## config.mk

```make
export PLATFORM = sky130hd
export DESIGN_NAME = simd_sequencer
export DESIGN_NICKNAME = d
export VERILOG_FILES = /design/src/rtl/simd_sequencer.sv
export SDC_FILE = /design/constraint.sdc
export NUM_CORES = 1
export LEC_CHECK = 0
export CAP_MARGIN = 0
export CORE_UTILIZATION = 45
export CTS_CLUSTER_DIAMETER = 30
export DETAILED_ROUTE_END_ITERATION = 16
export HOLD_SLACK_MARGIN = 0.12
export PLACE_DENSITY = 0.87
export SYNTH_ARGS = -nofsm -noshare
export SYNTH_HDL_FRONTEND = slang
export SYNTH_SLANG_ARGS = --single-unit
```

## constraint.sdc

```tcl
create_clock -name clk -period 3.24 [get_ports clk]
set_input_delay 0.324 -clock clk [delete_from_list [all_inputs] [get_ports clk]]
set_output_delay 0.324 -clock clk [all_outputs]
set_load 0.03 [all_outputs]
```

## src/rtl/simd_sequencer.sv

```systemverilog
// Start/done program controller for the SIMD processor: fetch, latch, fixed-length
// execute and a single write-back strobe per instruction, ending on length or HALT.
module simd_sequencer #(
    parameter int INS_ADDR_WIDTH = 10,
    parameter int ADDR_WIDTH     = 10,
    parameter int OPCODE_WIDTH   = 3,
    parameter int EXEC_CYCLES    = 2,
    parameter logic [OPCODE_WIDTH-1:0] HALT_OP = {OPCODE_WIDTH{1'b1}}
) (
    input  logic                                  clk,
    input  logic                                  rst,
    input  logic                                  start,
    input  logic                                  abort,
    input  logic [INS_ADDR_WIDTH:0]               prog_len,
    input  logic [OPCODE_WIDTH+3*ADDR_WIDTH-1:0]  instruction,
    output logic [INS_ADDR_WIDTH-1:0]             pc,
    output logic                                  ins_rd_en,
    output logic [OPCODE_WIDTH+3*ADDR_WIDTH-1:0]  ir,
    output logic                                  exec_en,
    output logic                                  wb_strobe,
    output logic                                  busy,
    output logic                                  done,
    output logic [31:0]                           cycle_cnt
);

    localparam int IW = OPCODE_WIDTH + 3 * ADDR_WIDTH;
    localparam int CW = (EXEC_CYCLES > 1) ? $clog2(EXEC_CYCLES) : 1;
    localparam logic [CW-1:0] EXEC_LOAD = CW'(EXEC_CYCLES - 1);

    typedef enum logic [2:0] {
        S_IDLE,
        S_FETCH,
        S_LATCH,
        S_EXEC,
        S_WB,
        S_DONE
    } state_t;

    state_t                    state_reg;
    state_t                    state_next;
    logic [INS_ADDR_WIDTH:0]   prog_len_reg;
    logic [INS_ADDR_WIDTH-1:0] pc_reg;
    logic [IW-1:0]             ir_reg;
    logic [CW-1:0]             exec_cnt_reg;
    logic                      ins_rd_en_reg;
    logic                      exec_en_reg;
    logic                      wb_strobe_reg;
    logic                      busy_reg;
    logic                      done_reg;
    logic [31:0]               cycle_cnt_reg;

    logic                      start_ok;
    logic                      halt_hit;
    logic                      last_ins;
    logic [INS_ADDR_WIDTH:0]   pc_inc;

    assign start_ok = (state_reg == S_IDLE) && start && !abort;
    assign halt_hit = (instruction[IW-1 -: OPCODE_WIDTH] == HALT_OP);
    // Compared one bit wider so a full-memory program ends at pc all-ones instead of wrapping.
    assign pc_inc   = {1'b0, pc_reg} + (INS_ADDR_WIDTH+1)'(1);
    assign last_ins = (pc_inc == prog_len_reg);

    always_comb begin
        state_next = state_reg;
        if (abort) begin
            state_next = S_IDLE;
        end else begin
            case (state_reg)
                S_IDLE:  if (start) state_next = (prog_len == '0) ? S_DONE : S_FETCH;
                S_FETCH: state_next = S_LATCH;
                S_LATCH: state_next = halt_hit ? S_DONE : S_EXEC;
                S_EXEC:  if (exec_cnt_reg == '0) state_next = S_WB;
                S_WB:    state_next = last_ins ? S_DONE : S_FETCH;
                S_DONE:  state_next = S_IDLE;
                default: state_next = S_IDLE;
            endcase
        end
    end

    always_ff @(posedge clk or posedge rst) begin
        if (rst) begin
            state_reg     <= S_IDLE;
            prog_len_reg  <= '0;
            pc_reg        <= '0;
            ir_reg        <= '0;
            exec_cnt_reg  <= '0;
            ins_rd_en_reg <= 1'b0;
            exec_en_reg   <= 1'b0;
            wb_strobe_reg <= 1'b0;
            busy_reg      <= 1'b0;
            done_reg      <= 1'b0;
            cycle_cnt_reg <= '0;
        end else begin
            state_reg     <= state_next;
            // Output flags follow the state being entered, so they stay glitch-free registers.
            ins_rd_en_reg <= (state_next == S_FETCH);
            exec_en_reg   <= (state_next == S_EXEC);
            wb_strobe_reg <= (state_next == S_WB);
            done_reg      <= (state_next == S_DONE);
            busy_reg      <= (state_next != S_IDLE);

            if (start_ok) begin
                prog_len_reg  <= prog_len;
                pc_reg        <= '0;
                cycle_cnt_reg <= '0;
            end else if (busy_reg && (cycle_cnt_reg != '1)) begin
                cycle_cnt_reg <= cycle_cnt_reg + 32'd1;
            end

            if (!abort) begin
                case (state_reg)
                    S_LATCH: begin
                        ir_reg       <= instruction;
                        exec_cnt_reg <= EXEC_LOAD;
                    end
                    S_EXEC: begin
                        if (exec_cnt_reg != '0) exec_cnt_reg <= exec_cnt_reg - CW'(1);
                    end
                    S_WB: begin
                        if (!last_ins) pc_reg <= pc_inc[INS_ADDR_WIDTH-1:0];
                    end
                    default: ;
                endcase
            end
        end
    end

    assign pc        = pc_reg;
    assign ins_rd_en = ins_rd_en_reg;
    assign ir        = ir_reg;
    assign exec_en   = exec_en_reg;
    assign wb_strobe = wb_strobe_reg;
    assign busy      = busy_reg;
    assign done      = done_reg;
    assign cycle_cnt = cycle_cnt_reg;

endmodule

```

==> impl_results.md, run 1 <==
- Maximum capacitance violations: 0
- Final Util: 63.0%
- Post-CTS Setup Bufs: 0
- DRT Pass-1 Iters: 5
- P_leak: 0.00250 uW
- Ant diodes: 0
- Critical Path Start Type: register
- Routability cong.: 0.894
- Post-synth top cells: dfrtp_1 (95), nor2_1 (58), mux2_2 (45)
- Share of cells above drive strength 1: 14.1%
- Mapped Nets: 464
- Cell with the most instances after synthesis: dfrtp_1
- Status: complete, no violations
- Critical path's largest stage delay: 0.53 ns
- Wirelength per Cell: 15.4 um
- Reg2Reg Setup Slack: 0.42 ns
- Final WL: 10500 um
- Clk_skew: 0.0117 ns
- Chip width: 102 um
- DIE AREA: 0.0105 sq mm
- Largest net degree at the start of global routing: 39
- DRT iter0 DRCs: 177
- Max clock buf depth: 2
- Die H: 102 um
- Slew HR: 48.7%
- Remaining antenna violation count after routing: 0
- Slew @ Worst Pin: 0.764 ns
- CP max FO: 10
- Area Overhead vs Synth: 35.9%
- Clock-pin slew on the worst setup and hold paths: 0.09 ns
- HPWL Detailed: 7840 um
- IO Pins: 128
- Port-buffer cells: 127
- Initial core utilization: 46.3%
- Root Buffer: clkbuf_8
- Synthesized area per cell: 10.9 sq um
- Core area: 0.00977 sq mm
- Area leader, netlist: dfrtp_1
- Period minus WS final: 2.82 ns
- Post-cts resize count: 0
- Area post-placement: 0.00595 sq mm
- Synthesized cell area: 0.00453 sq mm
- Fmax: 0.355 GHz
- Worst setup EP type: register
- Total negative setup slack: 0 ns
- DR vias: 3608
- Delay-heaviest family, CP: compound AO/OA/AOI/OAI gates
- Period utilization: 87.0%
- Max reg flops: 33
- Global-route wire length before repair: 16700 um
- Crit. Startpoint: pc[0]
- Clk_lat worst skew: 0.35 ns
- Initial antenna violation count: 0
- Worst Path Buf+Inv: 0
- Worst vdd ir: 0.000579 V
- Vias/cell: 5.31
- Final Hold Fails: 0
- CTS Sinks: 95
- Sequential element share of the synthesized area: 52.5%
- Synth warnings: 0
- EDFF count, synth: 0
- Synth top area cells: dfrtp_1 (53%), mux2_2 (11%), nor2_1 (4.8%)
- Seq cells post-synth: 95
- Fin nets: 591
- Vias in the first global route: 3513
- Hold buffers post-CTS: 0
- R2R depth: 8
- Data required, critical path: 3.47 ns
- Cts bufs inserted: 9
- Reg2reg end: pc[8]
- Synth top area share: 52.5%
- Tot GR Track Use: 20.8%
- Final setup vio count: 0
- WP data arrival: 3.05 ns
- Crit Path Class: reg -> reg
- Top FF cell, synth: dfrtp_1
- Slowest cell on crit path: a211oi_4
- CTS tree: built
- RSZ-0062 raised after global routing: no
- Reg2Reg Launch Point: pc[0]
- Max-slew violation count: 0
- Critical Path, Cell by Cell: ha_1 -> and3_1 -> a31oi_1 -> a211oi_1 -> nand4_1 -> a211oi_4 -> nor2_4 -> a221o_1
- H-tree level count: 3
- Post-Syn Instances: 414
- Pwr per Cell Area: 652 mW/mm^2
- Fraction of registers with async set/reset: 100%
- Hold Crit Class: in -> async
- Overflow after GRT: 0
- Row count: 36
- Netlist cell types: 46
- DRC viols: 0
- Final instance area: 0.00616 sq mm
## placed cells by master, fill, tap and decap left out, types with 8 or more instances in the layout
cell type	synthesis	final
nor2_1	58	57
or3_1	8	8
clkbuf_8	0	12
dfrtp_1	95	95
clkdlybuf4s50_1	0	127
a21oi_1	11	11
nand2_1	21	21
nor3_1	9	9
xnor2_1	15	15
nand3_1	22	22
nand4_1	14	14
xor2_1	22	22
o21ai_0	9	9
mux2_2	45	45
## metal layers
| layer | vias up | wire length [um] | track usage [%] |
|---|---|---|---|
| li1 | 1731 | - | - |
| met2 | 118 | 5080 | 33.9 |
| met4 | 0 | 146 | 7.91 |
| met3 | 15 | 708 | 6.02 |
| met1 | 1744 | 4520 | 26.2 |
| met5 | - | 0 | 0 |
## power breakdown
group	internal [uW]	switching (uW)
clock	422	396
sequential	1470	201
combinational	719	808
total	2610	1410
## final cells by class
class / count / area [sq um]
clock buffer: 14 / 173
clock inverter: 2 / 37.5
fill: 772 / 3620
tap: 133 / 166
sequential: 95 / 2380
timing repair buffer: 133 / 1330
multi-input combinational: 295 / 2050
inverter: 7 / 27.5
## metrics by stage
| step | cells | hold WS, ns | setup slack [ns] | total power (uW) |
|---|---|---|---|---|
| 6_report | 679 | 0.349 | 0.421 | 4020 |
| 5_1_grt | 679 | 0.417 | 0.316 | 4210 |
| 4_1_cts | 679 | 0.368 | 0.478 | 4050 |
| 3_5_place_dp | 663 | 0.476 | 0.483 | 3230 |
| 3_3_place_gp | 663 | 0.463 | 0.577 | 3180 |
| 2_1_floorplan | 414 | 0.388 | 0.439 | 2550 |
## cell families (layout without fill, tap and decap cells)
group | after synthesis | in the layout | share of synthesized area, %
AOI/OAI and AO/OA | 50 | 50 | 8.29
and+or+nand+nor | 159 | 159 | 17.4
xor gates and xnor gates | 38 | 38 | 7.52
DFF | 95 | 95 | 52.5
muxes | 46 | 46 | 11.4
buffers and inverters | 24 | 156 | 2.38
adders and majority gates | 2 | 2 | 0.553
## worst max path at each step
stage | to | slack [ns] | cells after the start
floorplan | busy | 0.44 | 1
global placement | pc[7] | 0.58 | 8
detailed placement | pc[8] | 0.48 | 8
CTS | pc[8] | 0.48 | 8
global route | pc[8] | 0.32 | 8
finish | pc[8] | 0.42 | 8
Note: power is estimated with default switching activity, not from simulation.
==> inputs of run 2 (changes only) <==
--- a/config.mk
+++ b/config.mk
@@ -9,6 +9,7 @@
 export CORE_UTILIZATION = 45
 export CTS_CLUSTER_DIAMETER = 30
 export DETAILED_ROUTE_END_ITERATION = 16
+export GPL_TIMING_DRIVEN = 1
 export HOLD_SLACK_MARGIN = 0.12
 export PLACE_DENSITY = 0.87
 export SYNTH_ARGS = -nofsm -noshare
==> results of run 2 <==
Same layout as run 1: the final DEF is identical, and so are final timing and power.
==> inputs of run 3 (changes only) <==
--- a/config.mk
+++ b/config.mk
@@ -11,7 +11,7 @@
 export DETAILED_ROUTE_END_ITERATION = 16
 export GPL_TIMING_DRIVEN = 1
 export HOLD_SLACK_MARGIN = 0.12
-export PLACE_DENSITY = 0.87
+export PLACE_DENSITY = 0.76
 export SYNTH_ARGS = -nofsm -noshare
 export SYNTH_HDL_FRONTEND = slang
 export SYNTH_SLANG_ARGS = --single-unit
==> run 3 against run 2 <==
  * Combinational power is essentially flat
  * Sequential share of layout area rose by 0.24 points
  * Clock power shrank 8.3%
  * First-iteration DRC count down 38%
  * Cell count fell by 0.29%
  * Power is 1.9% lower
  * Sequential power barely moved
  * Sequential cell count is the same
  * Via count hardly changed
==> impl_results.md, run 3 (synthesis results as in run 1) <==
- Status: complete, no violations (unchanged)
- Post-CTS Setup Bufs: 0 (unchanged)
- Data required, critical path: 3.47 ns (about the same)
- Share of cells above drive strength 1: 14.2% (was 14.1%)
- Vias in the first global route: 3598 (was 3513)
- Finished Layout Cells: 677 (was 679)
- Fmax: 0.359 GHz (was 0.355 GHz)
- DRC viols: 0 (unchanged)
- Period utilization: 86.0% (was 87.0%)
- Critical path's largest stage delay: 0.52 ns (was 0.53 ns)
- Worst setup EP type: register (unchanged)
- Port-buffer cells: 127 (unchanged)
- FF/Latch Area: 0.00238 sq mm (unchanged)
- H-tree level count: 3 (unchanged)
- Final setup vio count: 0 (unchanged)
- Worst Path Buf+Inv: 0 (unchanged)
- Final WL: 10600 um (was 10500 um)
- Final Hold Fails: 0 (unchanged)
- Largest net degree at the start of global routing: 59 (was 39)
- Initial core utilization: 46.3% (unchanged)
- CP max FO: 10 (unchanged)
- Final worst slack: 0.455 ns (was 0.421 ns)
- Worst vdd ir: 0.000527 V (was 0.000579 V)
- Clock-pin slew on the worst setup and hold paths: 0.10 ns (was 0.09 ns)
- Hold Crit Class: in -> async (unchanged)
- Initial antenna violation count: 0 (unchanged)
- Overflow after GRT: 0 (unchanged)
- Global-route wire length before repair: 17600 um (was 16700 um)
- Pwr per Cell Area: 644 mW/mm^2 (was 652 mW/mm^2)
- DR vias: 3606 (was 3608)
- Hold buffers post-CTS: 0 (unchanged)
- Reg2Reg Setup Slack: 0.45 ns (was 0.42 ns)
- DRT Pass-1 Iters: 5 (unchanged)
- WP data arrival: 3.01 ns (was 3.05 ns)
- Pre-CTS setup slack: 0.486 ns (was 0.483 ns)
- Die H: 102 um (unchanged)
- Area Overhead vs Synth: 35.1% (was 35.9%)
- Fin nets: 589 (was 591)
- WHS: 0.361 ns (was 0.349 ns)
- Vias/cell: 5.33 (was 5.31)
- HPWL Detailed: 7780 um (was 7840 um)
- Slowest cell on crit path: a211oi_4 (unchanged)
- Max-slew violation count: 0 (unchanged)
- # fillers: 848 (was 772)
- CTS Sinks: 95 (unchanged)
- Placed cell count: 661 (was 663)
- Row count: 36 (unchanged)
- Most frequent cells in the layout: clkdlybuf4s50_1 (127), dfrtp_1 (95), nor2_1 (57), mux2_2 (45) (unchanged)
- RSZ-0062 raised after global routing: no (unchanged)
- Cts bufs inserted: 9 (unchanged)
- Commonest non-fill, non-tap cell in the layout: clkdlybuf4s50_1 (unchanged)
- Multi-input logic area: 0.00205 sq mm (unchanged)
- Clk_lat worst skew: 0.35 ns (about the same)
- Root Buffer: clkbuf_8 (unchanged)
- DIE AREA: 0.0105 sq mm (unchanged)
- Period minus WS final: 2.79 ns (was 2.82 ns)
- Total negative setup slack: 0 ns (unchanged)
- Maximum capacitance violations: 0 (unchanged)
- Routability cong.: 0.818 (was 0.894)
- Max reg flops: 33 (unchanged)
- Slew HR: 48.9% (was 48.7%)
- Tot GR Track Use: 21.7% (was 20.8%)
- P_leak: 0.00249 uW (was 0.00250 uW)
- Power after layout: 3940 uW (was 4020 uW)
- Core area: 0.00977 sq mm (unchanged)
- Remaining antenna violation count after routing: 0 (unchanged)
- Slew @ Worst Pin: 0.761 ns (was 0.764 ns)
- Critical Path Start Type: register (unchanged)
- DRT iter0 DRCs: 109 (was 177)
- CTS tree: built (unchanged)
- IO Pins: 128 (unchanged)
- Chip width: 102 um (unchanged)
- Delay-heaviest family, CP: compound AO/OA/AOI/OAI gates (unchanged)
- Wirelength per Cell: 15.6 um (was 15.4 um)
- Crit Path Class: reg -> reg (unchanged)
- Clk_skew: 0.0177 ns (was 0.0117 ns)
- Post-cts resize count: 0 (unchanged)
- Critical Path, Cell by Cell: ha_1 -> and3_1 -> a31oi_1 -> a211oi_1 -> nand4_1 -> a211oi_4 -> nor2_4 -> a221o_1 (unchanged)
- Max clock buf depth: 2 (unchanged)
- Ant diodes: 0 (unchanged)
## run 3: cell types whose count changed in the layout (fill, tap and decap cells not counted)
cell and change:
clkbuf_1 -2, clkbuf_8 -2, inv_6 +5, clkinv_2 +1, buf_4 -2, clkinvlp_4 -1
bufinv_16 -1
## run 3: path summary, 6_finish.rpt
check,startpoint,endpoint,cells past startpoint
setup / recovery,pc[0],pc[3],8
hold / removal,rst,ir[16],2
setup reg to reg,pc[0],pc[3],8
hold reg to reg,exec_cnt_reg,exec_cnt_reg,1
max in group asynchronous,rst,pc[9],3
min in group clk,exec_cnt_reg,exec_cnt_reg,1
## run 3: routing by layer
| metal | vias up | global-route usage, % | part of all wire (%) |
|---|---|---|---|
| li1 | 1734 | - | - |
| met1 | 1770 | 28.6 | 44 |
| met2 | 98 | 34.7 | 49 |
| met3 | 4 | 6.16 | 6.5 |
| met4 | 0 | 6.70 | 0.41 |
| met5 | - | 0 | 0 |
## run 3: where the power goes
group	internal, uW	switching [uW]	total (uW)
registers	1470	196	1670
clock network	314	437	750
logic	716	810	1530
total	2500	1440	3940
## run 3: through the flow
stage	utilization (%)	instance area, sq um
after global placement	60.7	5930
after global routing	62.6	6120
final	62.6	6120
after detailed placement	60.7	5930
after CTS	62.6	6120
after floorplan	-	4530
## run 3: layout make-up
type	count	share of cell area (%)
multi-input cells	295	33.4
flip-flops and latches	95	38.9
repair buffers	131	21.5
clock buffers	10	2.25
inverters	7	0.450
clock inverters	6	0.798
well taps	133	2.72
